===== config.mk =====
export PLATFORM = sky130hd
export DESIGN_NAME = sample_retry_controller_flat
export DESIGN_NICKNAME = d
export VERILOG_FILES = /design/src/rtl/sampler_pkg.sv /design/src/rtl/sample_retry_controller_if.sv /design/src/rtl/xorshift64_step.sv /design/src/rtl/sample_retry_controller.sv /design/src/flat_wrapper.sv
export SDC_FILE = /design/constraint.sdc
export NUM_CORES = 1
export LEC_CHECK = 0
export ABC_CLOCK_PERIOD_IN_PS = 34200
export CORE_AREA = 10 10 275 277
export DETAILED_ROUTE_END_ITERATION = 8
export DIE_AREA = 0 0 285 287
export PLACE_DENSITY = 0.71
export SYNTH_ARGS = -nofsm -noshare
export SYNTH_HDL_FRONTEND = slang
export SYNTH_HIERARCHICAL = 1
export SYNTH_SLANG_ARGS = --single-unit

===== constraint.sdc =====
create_clock -name clk -period 34.2 [get_ports clk]
set_clock_uncertainty 0.1 [all_clocks]
set_input_delay 6.84 -clock clk [delete_from_list [all_inputs] [get_ports clk]]
set_output_delay 6.84 -clock clk [all_outputs]
set_load 0.02 [all_outputs]

===== src/rtl/sampler_pkg.sv =====
// Shared constants, state encoding and lane-seed derivation for the
// sample retry controller and its xorshift lanes.
package sampler_pkg;

    localparam logic [63:0] XS_MUL       = 64'hD1B5_4A32_D192_ED03;
    localparam logic [63:0] DEFAULT_SEED = 64'h9E37_79B9_7F4A_7C15;

    localparam int XS_SH_A = 13;
    localparam int XS_SH_B = 7;
    localparam int XS_SH_C = 17;

    typedef enum logic [1:0] {
        IDLE,
        CHECK,
        DONE
    } state_t;

    // A zero lane would lock xorshift at zero forever, so it is forced to 1.
    function automatic logic [63:0] lane_seed(input logic [63:0] seed, input int unsigned k);
        logic [63:0] s;
        s = seed ^ (64'(k) * XS_MUL);
        if (s == 64'd0) begin
            s = 64'd1;
        end
        return s;
    endfunction

endpackage


===== src/rtl/sample_retry_controller_if.sv =====
// Request/result/checker signal bundle; the controller is the slave side,
// the stimulus consumer plus checker form the master side.
interface sample_retry_controller_if
    import sampler_pkg::*;
#(
    parameter int VEC_W = 320,
    parameter int CNT_W = 11
);

    // Handshakes: a transfer happens on a rising edge where valid and ready are
    // both high; valid never waits on ready, and payload is stable while valid.
    logic [63:0]      seed_i;
    logic             seed_we;
    logic             start_valid;
    logic             start_ready;
    logic [VEC_W-1:0] cand_o;
    logic             sat_i;
    logic             sample_valid;
    logic             sample_ready;
    logic [VEC_W-1:0] sample_data;
    logic [CNT_W-1:0] sample_tries;
    logic             sample_fail;
    logic             busy;
    state_t           dbg_state;

    modport slave (
        input  seed_i, seed_we, start_valid, sat_i, sample_ready,
        output start_ready, cand_o, sample_valid, sample_data, sample_tries,
               sample_fail, busy, dbg_state
    );

    modport master (
        output seed_i, seed_we, start_valid, sat_i, sample_ready,
        input  start_ready, cand_o, sample_valid, sample_data, sample_tries,
               sample_fail, busy, dbg_state
    );

endinterface


===== src/rtl/xorshift64_step.sv =====
// One combinational xorshift64 step; the controller instantiates one per lane.
module xorshift64_step
    import sampler_pkg::*;
(
    input  logic [63:0] i_x,
    output logic [63:0] o_y
);

    logic [63:0] w_a;
    logic [63:0] w_b;

    assign w_a = i_x ^ (i_x << XS_SH_A);
    assign w_b = w_a ^ (w_a >> XS_SH_B);
    assign o_y = w_b ^ (w_b << XS_SH_C);

endmodule


===== src/rtl/sample_retry_controller.sv =====
// Drives pseudo-random candidates into an external combinational checker,
// one per cycle, until satisfied or the retry budget is spent.
module sample_retry_controller
    import sampler_pkg::*;
#(
    parameter int          VEC_W     = 320,
    parameter int          MAX_TRIES = 1024,
    parameter logic [63:0] SEED      = DEFAULT_SEED,
    parameter int          CNT_W     = $clog2(MAX_TRIES + 1)
) (
    input logic                      clk,
    input logic                      rst,
    sample_retry_controller_if.slave bus
);

    localparam int               NL      = VEC_W / 64;
    localparam logic [CNT_W-1:0] MAX_CNT = CNT_W'(MAX_TRIES);

    state_t           r_state;
    logic [63:0]      r_lane [NL];
    logic [CNT_W-1:0] r_tries;
    logic             r_fail;

    logic [63:0]      w_next [NL];
    logic [VEC_W-1:0] w_cand;
    logic [CNT_W-1:0] w_tries_next;

    for (genvar k = 0; k < NL; k++) begin : g_lane
        xorshift64_step u_step (
            .i_x (r_lane[k]),
            .o_y (w_next[k])
        );
        assign w_cand[64*k +: 64] = r_lane[k];
    end

    assign w_tries_next = r_tries + CNT_W'(1);

    always_ff @(posedge clk) begin
        if (rst) begin
            r_state <= IDLE;
            r_tries <= '0;
            r_fail  <= 1'b0;
            for (int k = 0; k < NL; k++) begin
                r_lane[k] <= lane_seed(SEED, k);
            end
        end else begin
            case (r_state)
                IDLE: begin
                    // Reseed wins over a start request in the same cycle.
                    if (bus.seed_we) begin
                        for (int k = 0; k < NL; k++) begin
                            r_lane[k] <= lane_seed(bus.seed_i, k);
                        end
                    end else if (bus.start_valid) begin
                        for (int k = 0; k < NL; k++) begin
                            r_lane[k] <= w_next[k];
                        end
                        r_tries <= '0;
                        r_fail  <= 1'b0;
                        r_state <= CHECK;
                    end
                end
                CHECK: begin
                    if (bus.sat_i) begin
                        r_tries <= w_tries_next;
                        r_fail  <= 1'b0;
                        r_state <= DONE;
                    end else if (w_tries_next == MAX_CNT) begin
                        // Last candidate stays on cand_o and is reported.
                        r_tries <= MAX_CNT;
                        r_fail  <= 1'b1;
                        r_state <= DONE;
                    end else begin
                        r_tries <= w_tries_next;
                        for (int k = 0; k < NL; k++) begin
                            r_lane[k] <= w_next[k];
                        end
                    end
                end
                DONE: begin
                    if (bus.sample_ready) begin
                        r_state <= IDLE;
                    end
                end
                default: begin
                    r_state <= IDLE;
                end
            endcase
        end
    end

    assign bus.cand_o       = w_cand;
    assign bus.sample_data  = w_cand;
    assign bus.sample_tries = r_tries;
    assign bus.sample_fail  = r_fail;
    assign bus.sample_valid = (r_state == DONE);
    assign bus.busy         = (r_state != IDLE);
    assign bus.start_ready  = (r_state == IDLE) && !bus.seed_we;
    assign bus.dbg_state    = r_state;

endmodule


===== src/flat_wrapper.sv =====
// flat-port wrapper written by rule: the top's interface ports become plain ports
module sample_retry_controller_flat import sampler_pkg::*;
#(
    parameter int          VEC_W     = 320,
    parameter int          MAX_TRIES = 1024,
    parameter logic [63:0] SEED      = DEFAULT_SEED,
    parameter int          CNT_W     = $clog2(MAX_TRIES + 1)
)
  (clk, rst, bus_seed_i, bus_seed_we, bus_start_valid, bus_sat_i, bus_sample_ready, bus_start_ready, bus_cand_o, bus_sample_valid, bus_sample_data, bus_sample_tries, bus_sample_fail, bus_busy, bus_dbg_state);
  sample_retry_controller_if #(.VEC_W(VEC_W), .CNT_W(CNT_W)) bus_i ();
  input logic clk;
  input logic rst;
  input wire logic [$bits(bus_i.seed_i)-1:0] bus_seed_i;
  input wire logic [$bits(bus_i.seed_we)-1:0] bus_seed_we;
  input wire logic [$bits(bus_i.start_valid)-1:0] bus_start_valid;
  input wire logic [$bits(bus_i.sat_i)-1:0] bus_sat_i;
  input wire logic [$bits(bus_i.sample_ready)-1:0] bus_sample_ready;
  output wire logic [$bits(bus_i.start_ready)-1:0] bus_start_ready;
  output wire logic [$bits(bus_i.cand_o)-1:0] bus_cand_o;
  output wire logic [$bits(bus_i.sample_valid)-1:0] bus_sample_valid;
  output wire logic [$bits(bus_i.sample_data)-1:0] bus_sample_data;
  output wire logic [$bits(bus_i.sample_tries)-1:0] bus_sample_tries;
  output wire logic [$bits(bus_i.sample_fail)-1:0] bus_sample_fail;
  output wire logic [$bits(bus_i.busy)-1:0] bus_busy;
  output wire logic [$bits(bus_i.dbg_state)-1:0] bus_dbg_state;
  assign bus_i.seed_i = bus_seed_i;
  assign bus_i.seed_we = bus_seed_we;
  assign bus_i.start_valid = bus_start_valid;
  assign bus_i.sat_i = bus_sat_i;
  assign bus_i.sample_ready = bus_sample_ready;
  assign bus_start_ready = bus_i.start_ready;
  assign bus_cand_o = bus_i.cand_o;
  assign bus_sample_valid = bus_i.sample_valid;
  assign bus_sample_data = bus_i.sample_data;
  assign bus_sample_tries = bus_i.sample_tries;
  assign bus_sample_fail = bus_i.sample_fail;
  assign bus_busy = bus_i.busy;
  assign bus_dbg_state = bus_i.dbg_state;
  sample_retry_controller #(.VEC_W(VEC_W), .MAX_TRIES(MAX_TRIES), .SEED(SEED), .CNT_W(CNT_W)) u_core (.clk(clk), .rst(rst), .bus(bus_i));
endmodule

# ---- After elaboration in Yosys (flattened, before gate mapping)
# Memories as Yosys holds them, arrays and structs flattened.
# Cells that the tools add are included.
dict set report totals {
  ff_bits 14
  ram_bits 320
  in_bits 70
  out_inout_bits 657
  n_memories 1
}
dict set report op_classes {
  add_sub_neg 1
  n_eq_ne 7
  muxes 67
  n_bitwise 34
  reduce_logical 13
}
# memory words width read_ports rd_clocked_by_memory_dff write_ports line
set mem_list {}
lappend mem_list {u_core.r_lane 5 64 5 0 5 sample_retry_controller.sv:20} ;# logic [63:0] r_lane [NL];
# operator n
set op_table {}
lappend op_table {{$mux 64} 35}
lappend op_table {{$xor 64x64->64} 10}
lappend op_table {{$logic_not 64->1} 5}
lappend op_table {{$xor 64x57->64} 5}
lappend op_table {{$mux 11} 4}
lappend op_table {{$not 34->34} 1}
lappend op_table {{$not 30->30} 1}
lappend op_table {{$not 29->29} 1}
lappend op_table {{$not 28->28} 1}
lappend op_table {{$pmux 11 s2} 1}
lappend op_table {{$mux 1} 20}
lappend op_table {{$or 1x1->1} 15}
lappend op_table {{$add 11x1->11 const B} 1}
lappend op_table {{$eq 11x11->1 const B} 1}
lappend op_table {{$mux 2} 5}
lappend op_table {{$reduce_and 4->1} 2}
lappend op_table {{$ne 2x2->1 const B} 3}
lappend op_table {{$pmux 2 s3} 1}
lappend op_table {{$reduce_bool 2->1} 2}
lappend op_table {{$ne 3x2->1 const B} 1}
lappend op_table {{$reduce_and 3->1} 1}
lappend op_table {{$eq 2x1->1 const B} 1}
lappend op_table {{$eq 2x2->1 const B} 1}
lappend op_table {{$logic_not 2->1} 1}
lappend op_table {{other kinds (3)} 3}

# ---- Longest topological paths before layout
# Gate-level depths: netlist of run 1.
dict set report logic_depth {
  ltp_word 9
  ltp_mapped 10
}

# ---- By module
# The synthesis of run 1 kept the hierarchy.
# mod instances cells_per_inst area_each_um2 seq_area_each_um2
set by_module_without_submodules {}
lappend by_module_without_submodules {sample_retry_controller 1 1256 16425.8 9889.5}
lappend by_module_without_submodules {xorshift64_step 5 168 1501.4 0.0}

# ---- Worst setup path before layout of run 1
# No wires, ideal clock.
dict set report synth_timing {
  path_type {input-to-reg}
  from {input bus_seed_we}
  to {memory u_core.r_lane[0][0], enable pin}
  setup_time_ns 1.082
  arrival_time_ns 21.789
  path_slack_ns 11.229
  cell_stages 2
  path_cell_list {nor2_1 o211ai_1}
}
# element line
set synth_lines {}
lappend synth_lines {{start, declared} flat_wrapper.sv:14} ;# input wire logic [$bits(bus_i.seed_we)-1:0] bus_seed_we;
lappend synth_lines {{end, declared} sample_retry_controller.sv:20}

# ---- Final worst setup path of run 1
dict set report layout_timing {
  from {input bus_seed_we}
  to {output bus_start_ready}
}
dict set report layout_between {
  elab_chain_cells 2
}
# element line
set layout_lines {}
lappend layout_lines {{$logic_not 1->1} sample_retry_controller.sv:98} ;# assign bus.start_ready = (r_state == IDLE) && !bus.seed_we;
lappend layout_lines {{$logic_and 1x1->1} sample_retry_controller.sv:98}
lappend layout_lines {{end, declared} flat_wrapper.sv:18} ;# output wire logic [$bits(bus_i.start_ready)-1:0] bus_start_ready;
# No other way between the ends.

==> flow_metrics.tcl, run 1 <==
set metrics [dict create \
    postSynth.asyncResetShare 0 \
    port_buffers 726 \
    grt_max_degree 85 \
    tns_ns 0 \
    worst_slack_ns 18.91 \
    hpwl_um 81800 \
    holdWs_ns 0.426 \
    syn-instance-count 2096 \
    drt_iter0_drc 2488 \
    fin_crit_ns 15.29 \
    critical_path_class "primary input to output pin" \
    drive_gt1_frac 0.0543 \
    critical-path-top-delay-family "buffers and inverters" \
    path_clk_slew_ns 0.05 \
    die_w_um 285 \
    drt-total-wl_um 114000 \
    routabilityCongestion 0.896 \
    power_density_nw_per_um2 89.6 \
    syn-num-nets 2167 \
    power_uw 2820 \
    cp-end-kind "output pin" \
    clk_path_buf_depth 3 \
    synth_edf_count 320 \
    setup_violations 0 \
    vias 18800 \
    start_util 0.343 \
    cts_tree "done" \
    dieArea_um2 81800 \
    drv_slew 0 \
    crit_path_max_fanout 8 \
    path_cells "clkdlybuf4s50_1 > nor2_1 > clkdlybuf4s50_1" \
    slew_headroom 0.251 \
    leakage_uw 0.0108 \
    synth_top_area_frac 0.402 \
    grt_setup_unrepaired "false" \
    multiInputGateArea_um2 11200 \
    grt_pass1_vias 19200 \
    seq_area_um2 9890 \
    hp-class "flip-flop to flip-flop" \
    synth_ff_type "edfxtp_1" \
    synth-seq-area-share 0.413 \
    area_growth_pct 31.4 \
    outcome "complete, no violations" \
    synth_area_leaders "edfxtp_1 40%, xnor2_1 22%, buf_4 10%" \
    slowest_delay_ns 0.64 \
    htree_levels 2 \
    wl_per_cell_um 32.7 \
    ys_seq_elements 334 \
    cp.required_ns 27.26 \
    post-cts-setup-buffer-count 0 \
    route.detailed.drc 0 \
    row_count 97 \
    cts_resized 0 \
    max_cap_viol_count 0 \
    yosys.area.top_type "edfxtp_1" \
    clock_latency_ns 0.58 \
    worst_pin_slew_ns 1.12 \
    fmax_mhz 65.4 \
    ant_nets 0 \
    numCtsBuffers 43 \
    critPathBufInv 2 \
    synth_cell_types 58 \
    utilization 0.451 \
    via_per_inst 5.38 \
    grt-ovfl-total 0 \
    synth_area_um2 23900 \
    postSynthAreaPerCell_um2 11.4 \
    period_share 0.447 \
    antenna_found_initial 5 \
    grt_usage 0.265 \
    startpoint_type "primary input" \
    ctsHoldBuffers 0 \
    grt_pass1_wl_um 155000 \
    hold_violations 0 \
    firstDrtPassIters 9 \
    ios 727 \
    worst_ir_drop_vdd_v 0.0000389 \
    yosys_warnings 6 \
    cp_data_arrival_time_ns 8.35 \
    crit_slowest_cell "clkdlybuf4s50_1" \
    cp_common_cell "clkdlybuf4s50_1" \
    coreArea_um2 69800 \
    die_y_um 287 \
    clock_sinks 334 \
    fill_cells 6360 \
    post-place-ws_ns 18.92 \
    root_buffer "clkbuf_16" \
    fin_nets 2597 \
]
## cells in the mapped netlist (31+ instances only)
library cell and n:
a21o_1 36, a22o_1 65, a2bb2oi_1 38, buf_2 31, buf_4 323, clkbuf_1 38, edfxtp_1 320, o22a_1 82
o2bb2ai_1 50, xnor2_1 596, xor2_1 230
## area by class of cell
cell class / instances / share of cell area
Multi-Input combinational cell: 1341 / 0.357
Clock inverter: 27 / 0.00816
Clock buffer: 50 / 0.0351
Antenna cell: 2 / 0.000159
Tap cell: 940 / 0.0374
Inverter: 24 / 0.00302
Timing Repair Buffer: 782 / 0.245
Sequential cell: 334 / 0.315
## worst paths after layout
kind                                            from                                  end  slack, ns  depth (start not counted)
max                                      bus_seed_we                      bus_start_ready      18.91                          3
min              u_core/bus.sample_fail$_SDFFE_PP0P_  u_core/bus.sample_fail$_SDFFE_PP0P_       0.43                          2
max reg2reg  u_core/bus.sample_tries[1]$_SDFFE_PP0P_      u_core/r_lane[0][151]$_DFFE_PP_      28.45                         10
min reg2reg      u_core/bus.sample_fail$_SDFFE_PP0P_  u_core/bus.sample_fail$_SDFFE_PP0P_       0.43                          2
## cells in the final DEF (no fill, tap or decap), types with 3 or more instances in the layout
cell and n:
a21oi_1 20, nor2_1 30, clkbuf_1 7, nand4_1 11, and3_1 7, clkdlybuf4s50_1 726
o21a_1 30, a21o_1 36, nand2_1 19, nor4_1 12, or4_1 6, edfxtp_1 320
nand2b_1 8, clkinv_2 9, clkbuf_16 43, o22a_1 82, nor2b_1 4, a311oi_1 3
nand3b_1 3, xor2_2 10, nor3_1 14, a2bb2oi_1 38, inv_1 23, o21ai_0 15
o2bb2ai_1 50, clkinv_1 10, bufinv_16 5, xnor2_1 596, xor2_1 230, xor3_1 5
a22o_1 65, dfxtp_1 14, nand3_1 15, buf_4 56
## power by group
group          switching [uW]  total [uW]  leakage [uW]  internal (uW)
Sequential                179         742       0.00328            563
Combinational             822        1620       0.00688            800
Clock                     186         454      0.000665            267
## stage by stage
step                std cells  cell area (um^2)
floorplan                2096             23900
global placement         3421             30100
detailed placement       3421             30100
CTS                      3498             31400
global route             3498             31400
finish                   3500             31400
## state kept, by name, summed over array words and instances (netlist names)
name,cells
u_core/bus.dbg_state,2
u_core/bus.sample_fail,1
u_core/bus.sample_tries,11
u_core/r_lane,320
## cells by family (layout without fill, tap and decap cells)
logic type	count (synthesis)	after routing	share of synthesized area
flip-flops	334	334	0.413
AO/OA/AOI/OAI	352	352	0.120
other	0	2	0
buffers and inverters	421	883	0.118
XOR/XNOR	841	841	0.314
multiplexers	2	2	0.000889
AND/OR/NAND/NOR	145	145	0.0333
adder cells (fa/ha/maj)	1	1	0.000523
## tightest hold or removal path, stage by stage (launching register included)
cell     delay, ns
dfxtp_1       0.31
a21oi_1       0.11
nor3_1        0.05
## routing by layer
metal / routed length [um] / global-route usage / vias up / part of all wire
met5: 27 / 0 / - / 0.00024
met1: 44100 / 0.321 / 9494 / 0.39
met2: 55500 / 0.453 / 1245 / 0.49
li1: - / - / 7869 / -
met4: 4460 / 0.0942 / 4 / 0.039
met3: 10300 / 0.0640 / 214 / 0.090
(Power assumes the default switching activity.)
==> inputs of run 2 (changes only) <==
--- a/config.mk
+++ b/config.mk
@@ -5,11 +5,11 @@
 export SDC_FILE = /design/constraint.sdc
 export NUM_CORES = 1
 export LEC_CHECK = 0
-export ABC_CLOCK_PERIOD_IN_PS = 34200
-export CORE_AREA = 10 10 275 277
+export ABC_CLOCK_PERIOD_IN_PS = 12200
+export CORE_AREA = 10 10 274 276
 export DETAILED_ROUTE_END_ITERATION = 8
-export DIE_AREA = 0 0 285 287
-export PLACE_DENSITY = 0.71
+export DIE_AREA = 0 0 284 286
+export PLACE_DENSITY = 0.74
 export SYNTH_ARGS = -nofsm -noshare
 export SYNTH_HDL_FRONTEND = slang
 export SYNTH_HIERARCHICAL = 1
==> constraint.sdc (replaced) <==
create_clock -name clk -period 12.2 [get_ports clk]
set_clock_uncertainty 0.1 [all_clocks]
set_input_delay 2.44 -clock clk [delete_from_list [all_inputs] [get_ports clk]]
set_output_delay 2.44 -clock clk [all_outputs]
set_load 0.02 [all_outputs]
==> run 2 against run 1 <==
The run now ends with max-capacitance violations, max-slew violations left. Die area fell by 0.70%. Combinational power grew to 2.8 times the previous value. Global-route usage grew 0.19 points. Cell count shrank 0.37%. Largest power group unchanged. Worst setup slack lost 13 ns.
==> flow_metrics.tcl, run 2 (synthesis results as in run 1) <==
set metrics [dict create \
    die_w_um 284 \
    largest_register_ffs 320 \
    ios 727 \
    routabilityCongestion 0.867 \
    via_per_inst 5.38 \
    final_common_cell "clkdlybuf4s50_1" \
    drive_gt1_frac 0.0492 \
    ant_nets 0 \
    grt_usage 0.267 \
    path_cells "clkdlybuf4s50_1 > nor2_1 > clkdlybuf4s50_1" \
    area_growth_pct 30.9 \
    firstDrtPassIters 5 \
    route.detailed.drc 0 \
    start_util 0.344 \
    fin_nets 2581 \
    numCtsBuffers 40 \
    fill_cells 6370 \
    fin_crit_ns 6.38 \
    critical-path-top-delay-family "buffers and inverters" \
    grt-ovfl-total 0 \
    port_buffers 726 \
    drt-total-wl_um 115000 \
    dieArea_um2 81200 \
    slew_headroom -0.0433 \
    violations "max-capacitance violations, max-slew violations" \
    hpwl_um 82200 \
    clk_path_buf_depth 3 \
    die_y_um 286 \
    setup_violations 0 \
    period_share 0.523 \
    hold_violations 0 \
    crit_path_max_fanout 8 \
    regMostFlops "u_core/r_lane" \
    grt_setup_unrepaired "false" \
    placed_cell_area_um2 30000 \
    cts_resized 0 \
    path_clk_slew_ns 0.06 \
    worst_ir_drop_vdd_v 0.0000943 \
    drt_iter0_drc 1958 \
    cp-end-kind "output pin" \
    critPathBufInv 2 \
    htree_levels 2 \
    startpoint_type "primary input" \
    wl_per_cell_um 32.9 \
    holdWs_ns 0.437 \
    hp-class "flip-flop to flip-flop" \
    coreArea_um2 69500 \
    design_area_um2 31300 \
    ctsHoldBuffers 0 \
    cp.required_ns 9.66 \
    fmax_mhz 157 \
    clock_latency_ns 0.56 \
    cp_common_cell "clkdlybuf4s50_1" \
    worst_pin_slew_ns 1.56 \
    row_count 97 \
    post-cts-setup-buffer-count 0 \
    drv_slew 6 \
    cts_tree "done" \
    critical_path_class "primary input to output pin" \
    crit_slowest_cell "clkdlybuf4s50_1" \
    grt_max_degree 169 \
    cp_data_arrival_time_ns 3.84 \
    power_density_nw_per_um2 252 \
    grt_pass1_wl_um 156000 \
    grt_pass1_vias 18900 \
    slowest_delay_ns 0.62 \
    outcome "finished with violations" \
    antenna_found_initial 15 \
    final_cell_mix "726 x clkdlybuf4s50_1, 596 x xnor2_1, 320 x edfxtp_1" \
    clock_sinks 334 \
    root_buffer "clkbuf_16" \
    leakage_uw 0.0107 \
    max_cap_viol_count 1 \
    vias 18700 \
]
==> run 2: changes by cell type in the layout (fill, tap and decap cells not counted), moves of 2 or more <==
cell / change
buf_4: -14
clkbuf_1: +2
clkbuf_16: -2
clkinv_2: -3
clkinvlp_4: -2
diode_2: +3
inv_6: +2
nor2_1: -3
nor2_2: +2
==> run 2: per-stage QoR <==
step / TNS [ns] / std cells / power [uW] / utilization / setup slack [ns]
floorplan: -2036.91 / 2096 / 5320 / - / -6.37
global placement: 0 / 3408 / 6560 / 0.431 / 5.73
detailed placement: 0 / 3408 / 6620 / 0.431 / 5.62
CTS: 0 / 3482 / 7880 / 0.450 / 5.81
global route: 0 / 3482 / 8220 / 0.450 / 5.77
finish: 0 / 3487 / 7890 / 0.450 / 5.82
==> run 2: cell type report <==
class	count	area, um^2	share of cell area
Antenna cell	5	12.5	0.000399
Clock buffer	50	1060	0.0338
Clock inverter	24	249	0.00795
Inverter	24	95.1	0.00304
Multi-Input combinational cell	1341	11200	0.359
Sequential cell	334	9890	0.316
Tap cell	940	1180	0.0375
Timing Repair Buffer	769	7600	0.243
==> run 2: routing by layer <==
layer | vias to the layer above | GRT usage | routed length, um
met2 | 1172 | 0.446 | 54600
met4 | 22 | 0.107 | 5070
met1 | 9441 | 0.324 | 43300
met3 | 242 | 0.0690 | 11500
met5 | - | 0 | 138
li1 | 7871 | - | -
==> run 2: worst paths after layout <==
check	start	to	slack [ns]	cells after the start
setup / recovery	bus_seed_we	bus_start_ready	5.82	3
hold / removal	u_core/bus.sample_fail$_SDFFE_PP0P_	u_core/bus.sample_fail$_SDFFE_PP0P_	0.44	2
setup reg to reg	u_core/bus.sample_tries[0]$_SDFFE_PP0P_	u_core/r_lane[0][303]$_DFFE_PP_	7.50	10
hold reg to reg	u_core/bus.sample_fail$_SDFFE_PP0P_	u_core/bus.sample_fail$_SDFFE_PP0P_	0.44	2
==> run 2: worst reg2reg max path: stages (launching register included) <==
cell and delay [ns]:
dfxtp_1 0.47, ha_1 0.26, and3_1 0.29, and3_1 0.24
mux2i_1 0.13, o31ai_2 0.33, o21a_4 0.17, buf_4 0.86
inv_6 0.65, buf_4 0.61, a22o_1 0.35
==> run 2: power by group <==
group          total, uW  internal, uW  leakage, uW  switching [uW]
sequential          2070          1580      0.00328             492
combinational       4590          2240      0.00682            2340
clock               1230           724     0.000642             507
